## config.mk

```make
export PLATFORM = sky130hd
export DESIGN_NAME = double_unit_arbiter
export DESIGN_NICKNAME = d
export VERILOG_FILES = /design/src/rtl/double_unit_arbiter.sv
export SDC_FILE = /design/constraint.sdc
export NUM_CORES = 1
export LEC_CHECK = 0
export ABC_AREA = 1
export BUFFER_PORTS_ARGS = -buffer_cell sky130_fd_sc_hd__clkbuf_2
export CELL_PAD_IN_SITES_DETAIL_PLACEMENT = 1
export CELL_PAD_IN_SITES_GLOBAL_PLACEMENT = 1
export CORE_AREA = 2 2 256 258
export DETAILED_ROUTE_END_ITERATION = 10
export DIE_AREA = 0 0 258 260
export HOLD_SLACK_MARGIN = 0.02
export PLACE_DENSITY = 0.64
export SLEW_MARGIN = 10
export SYNTH_ARGS = -nofsm -noshare
export SYNTH_HDL_FRONTEND = slang
export SYNTH_SLANG_ARGS = --single-unit
```

## constraint.sdc

```tcl
create_clock -name clk -period 4.2 [get_ports clk]
set_input_delay 0.42 -clock clk [delete_from_list [all_inputs] [get_ports clk]]
set_output_delay 0.42 -clock clk [all_outputs]
set_load 0.1 [all_outputs]
```

## src/rtl/double_unit_arbiter.sv

```systemverilog
// Round-robin front end that time-shares one fixed-latency pipelined unit between
// N_REQ requesters, tagging each issue so its result lands in the owner's holding register.
module double_unit_arbiter #(
    parameter int N_REQ   = 4,
    parameter int LATENCY = 1,
    parameter int WIDTH   = 64
) (
    input  logic                   clk,
    input  logic                   rst,
    input  logic [N_REQ*WIDTH-1:0] req_a,
    input  logic [N_REQ-1:0]       req_valid,
    output logic [N_REQ-1:0]       req_ready,
    output logic [N_REQ*WIDTH-1:0] rsp_z,
    output logic [N_REQ-1:0]       rsp_valid,
    input  logic [N_REQ-1:0]       rsp_ready,
    output logic [WIDTH-1:0]       unit_a,
    output logic                   unit_valid,
    input  logic [WIDTH-1:0]       unit_z
);

    localparam int IDX_W = (N_REQ > 1) ? $clog2(N_REQ) : 1;

    logic [N_REQ-1:0]            busy_q;
    logic [N_REQ-1:0]            eligible;
    logic [N_REQ-1:0]            grant_oh;
    logic [N_REQ-1:0]            rsp_valid_q;
    logic [N_REQ-1:0]            rsp_hs;
    logic [N_REQ-1:0][WIDTH-1:0] rsp_z_q;
    logic                        grant_found;
    logic [IDX_W-1:0]            grant_idx;
    logic [IDX_W-1:0]            scan_idx;
    logic [IDX_W-1:0]            ptr_q;
    logic [IDX_W-1:0]            ptr_d;
    logic [WIDTH-1:0]            unit_a_q;
    logic                        unit_valid_q;
    logic                        cap_valid;
    logic [IDX_W-1:0]            cap_idx;

    // Tag stage 0 is loaded together with unit_a, so the unit's registered result
    // lines up with stage LATENCY one cycle further on.
    logic [LATENCY:0]            tag_valid_q;
    logic [LATENCY:0][IDX_W-1:0] tag_idx_q;

    assign eligible = req_valid & ~busy_q;
    assign rsp_hs   = rsp_valid_q & rsp_ready;

    always_comb begin
        grant_found = 1'b0;
        grant_idx   = '0;
        scan_idx    = '0;
        for (int off = 0; off < N_REQ; off++) begin
            scan_idx = IDX_W'((int'(ptr_q) + off) % N_REQ);
            if (!grant_found && eligible[scan_idx]) begin
                grant_found = 1'b1;
                grant_idx   = scan_idx;
            end
        end
    end

    always_comb begin
        grant_oh = '0;
        if (grant_found) begin
            grant_oh[grant_idx] = 1'b1;
        end
    end

    always_comb begin
        ptr_d = ptr_q;
        if (grant_found) begin
            ptr_d = IDX_W'((int'(grant_idx) + 1) % N_REQ);
        end
    end

    always_ff @(posedge clk) begin
        if (rst) begin
            ptr_q          <= '0;
            unit_a_q       <= '0;
            unit_valid_q   <= 1'b0;
            tag_valid_q[0] <= 1'b0;
            tag_idx_q[0]   <= '0;
        end else begin
            ptr_q          <= ptr_d;
            unit_valid_q   <= grant_found;
            tag_valid_q[0] <= grant_found;
            tag_idx_q[0]   <= grant_idx;
            if (grant_found) begin
                unit_a_q <= req_a[grant_idx*WIDTH +: WIDTH];
            end
        end
    end

    generate
        for (genvar gi = 1; gi <= LATENCY; gi++) begin : g_tag
            always_ff @(posedge clk) begin
                if (rst) begin
                    tag_valid_q[gi] <= 1'b0;
                    tag_idx_q[gi]   <= '0;
                end else begin
                    tag_valid_q[gi] <= tag_valid_q[gi-1];
                    tag_idx_q[gi]   <= tag_idx_q[gi-1];
                end
            end
        end
    endgenerate

    assign cap_valid = tag_valid_q[LATENCY];
    assign cap_idx   = tag_idx_q[LATENCY];

    // Busy spans accept to result handshake, so a slot is never written while full.
    generate
        for (genvar gi = 0; gi < N_REQ; gi++) begin : g_slot
            always_ff @(posedge clk) begin
                if (rst) begin
                    busy_q[gi]      <= 1'b0;
                    rsp_valid_q[gi] <= 1'b0;
                    rsp_z_q[gi]     <= '0;
                end else begin
                    if (grant_oh[gi]) begin
                        busy_q[gi] <= 1'b1;
                    end else if (rsp_hs[gi]) begin
                        busy_q[gi] <= 1'b0;
                    end
                    if (cap_valid && (cap_idx == IDX_W'(gi))) begin
                        rsp_z_q[gi]     <= unit_z;
                        rsp_valid_q[gi] <= 1'b1;
                    end else if (rsp_hs[gi]) begin
                        rsp_valid_q[gi] <= 1'b0;
                    end
                end
            end
        end
    endgenerate

    cap_no_overrun: assert property (@(posedge clk) disable iff (rst)
        cap_valid |-> !rsp_valid_q[cap_idx]);

    assign req_ready  = grant_oh;
    assign rsp_z      = rsp_z_q;
    assign rsp_valid  = rsp_valid_q;
    assign unit_a     = unit_a_q;
    assign unit_valid = unit_valid_q;

endmodule

```

==> key figures <==
Run status
  • Status: finished, final reports clean

Critical path
  • Critical Path Fanout Max: 64
  • Crit path launch type: register
  • CP required: 3.78 ns
  • Worst endpoint data arrival time: 3.11 ns
  • Crit Path Class: register to output port
  • Nature of the critical path endpoint: output port

GRT
  • Total GRT Usage: 0.1960
  • Largest net degree at the start of global routing: 133
  • Initial antenna violation count: 9
  • First-pass GRT wire length: 102000 microns
  • GR Overflow Total: 0
  • Vias in the first global route: about 17k

Power and ir drop
  • Sw Pwr: 10010 uW
  • Int Power: 8002 uW
  • Leak pwr: 0.01006 uW
  • Register share of total power: 0.228
  • Clock power share: 0.196
  • Peak supply drop: 562.5 uV
  • Total power: 18010 uW
  • Logic pwr share: 0.577
  • Sw Share: 0.5557
  • PwrDens: 901.5 mW/mm^2

Routing
  • Routed wire length: approximately 69000 microns
  • Routed vias: 16.25k
  • Residual DRC: 0
  • DR WL/cell: 19.02 microns
  • Initial drt markers: 839
  • Initial DRT Pass Iterations: 5
  • Routed Antenna Nets: 0
  • Via/cell ratio: 4.510

STA
  • Layout Skew: 0.01220 ns
  • RSZ-0062 raised after global routing: no
  • Tmin final: 3.532 ns
  • Worst slew pin tran: 0.9223 ns
  • Maximum clock frequency: ~0.28 GHz
  • Hold Slack: approximately 0.15 ns
  • Final setup TNS: 0 ns
  • Fin. Hold Viols: 0
  • Slew Viols, Final: 0
  • # setup viols final: 0
  • Slew headroom: 0.3842
  • Final worst path period share: 0.8409

Hold path
  • Type of the tightest min-delay check: input port to register

Cells and area
  • Nets: 3043
  • Share of cells above drive strength 1: 0.2802
  • Area of the multi-input gates: 0.006218 sq mm
  • Final core occ: 0.3116
  • Sequential cell area: ~0.0067 sq mm
  • Non-filler instance count after layout: 3602
  • Filler Cell Count: a little over 8k
  • Area growth, synth to finish: 35.91%

Yosys
  • Post-synth EDFFs: 0
  • Top FF cell, synth: dfxtp_1
  • Synth Cell Area: 0.01470 sq mm
  • Sequential fraction of the synthesis area: 0.4576
  • Synth unique cells: 22
  • Synth warn: 0
  • Synthesized flop and latch total: 336
  • Post-Syn Nets: 2486
  • Synth async-reset ratio: 0
  • Post-synthesis average cell area: 6.818 sq um
  • Cells after Synth: roughly 2.2k

Die
  • Die Wd: 258 microns
  • Die height: 260 microns
  • CORE AREA: 0.06412 sq mm
  • Full die area: 0.06708 sq mm
  • Initial Utilization: 0.2293
  • Num ports: 659
  • FP Rows: 93

CTS
  • CTS Hold Bufs: 0
  • H-tree Lvls: 2
  • Clock Sinks: 336
  • Deepest clock path buffer count: 3
  • CTS tree: done
  • CTS clk-pin slew, worst paths: around 0.050 ns
  • CTS Root Cell: clkbuf_16
  • Post-CTS Setup Inserts: 0
  • TritonCTS Buffers: 41
  • Worst-Skew Late Latency: 0.55 ns
  • Post_cts resized: 0

Placed design
  • Routability cong.: slightly below 0.9
  • DP HPWL: slightly above 50000 microns
  • Port Buf Inserts: roughly 660
  • Cells after DPL: 3525

Run
  • MaxCap Viol Count: 0
## final cells by class
class	count	share of cell area
timing repair buffer	678	0.1785
tap	855	0.05354
inverter	279	0.05292
clock buffer	60	0.06043
sequential	336	0.3367
antenna	6	0.0007515
clock inverter	11	0.005949
multi-input combinational	1377	0.3112
## critical path, stage by stage (launching register included)
cell and delay, ns:
dfxtp_1 0.58, nand3_1 0.22, nand2_1 0.18, nand2_1 0.09
nand2_2 0.14, nand3_1 0.13, nand2_1 0.09, nand2_1 0.09
nand2_4 0.53, nand2_1 0.18, inv_1 0.14, buf_12 0.18
## placed cells by master (no fill, tap or decap)
cell type   instances
clkbuf_2          654
dfxtp_1           336
clkinvlp_4          1
a211oi_1            1
clkinv_2            5
bufinv_16           2
nor3_4              1
nand3_2             6
nor2_1            397
inv_4               2
o21ai_0           302
a21oi_1           137
nand2_2             5
nand3_1           269
nor2_2              1
clkbuf_16          41
o21ai_1            18
nand2_4             3
buf_12              9
nand4_1             3
clkbuf_1            8
nor2_4              2
inv_1             272
nand2_1           230
diode_2             6
clkinv_4            1
inv_6               3
buf_4              15
nand3_4             2
inv_2               4
clkbuf_8           11
## Yosys cell counts (4+ instances only)
cell        n  area, sq um
dfxtp_1   336         6726
nor2_1    399         1498
nand2_2     6        37.54
nand3_2     5        50.05
inv_2       4        15.01
a21oi_1   137        685.7
clkbuf_1  105        394.1
o21ai_0   302         1511
inv_1     274         1028
buf_6       5        56.30
buf_1       4        15.01
nand2_1   230        863.3
buf_4      16        120.1
buf_2      34        170.2
nand3_1   272         1361
o21ai_1    18        90.09
## cells by family after synthesis
logic type,after synthesis,synth area share
simple gates,919,0.2635
compound gates,458,0.1561
flops,336,0.4576
buf+inv,443,0.1228
## per-stage QoR
| step | cell area [sq um] | setup slack (ns) |
|---|---|---|
| after CTS | 19960 | 0.6735 |
| after global placement | 18640 | 1.370 |
| after floorplan | 14700 | 1.212 |
| after global routing | 19970 | 0.4121 |
| after detailed placement | 18640 | 1.302 |
| final | 19980 | 0.6684 |
## power groups by stage
stage          sequential [uW]  combinational (uW)  clock, uW
5_1_grt                   4160               11200       3750
2_1_floorplan             7480                4810          0
6_report                  4100               10400       3520
3_3_place_gp              4150               10300          0
4_1_cts                   4110               10500       3640
3_5_place_dp              4170               10500          0
## layer usage
metal	GRT usage	wire [microns]	share of wire
met1	0.2238	27380	0.40
met2	0.3504	33790	0.49
met3	0.04708	4542	0.066
met4	0.07932	2751	0.040
met5	0	38	0.00055
## state kept, by name, summed over array words and instances (netlist names), 2 cells and up
name / cells
ptr_q: 2
cap_idx: 2
rsp_valid: 4
tag_idx_q: 2
unit_a: 64
busy_q: 4
rsp_z: 256
## worst paths after layout
path / cells after the start / slack [ns] / start / endpoint
min: 4 / 0.15 / rsp_ready[1] / rsp_valid[1]
max reg2reg: 12 / 1.31 / ptr_q[0] / unit_a[30]
min reg2reg: 2 / 0.41 / tag_idx_q[0] / cap_idx[0]
max: 11 / 0.67 / ptr_q[0] / req_ready[3]
Power figures use the tool's default switching activity.
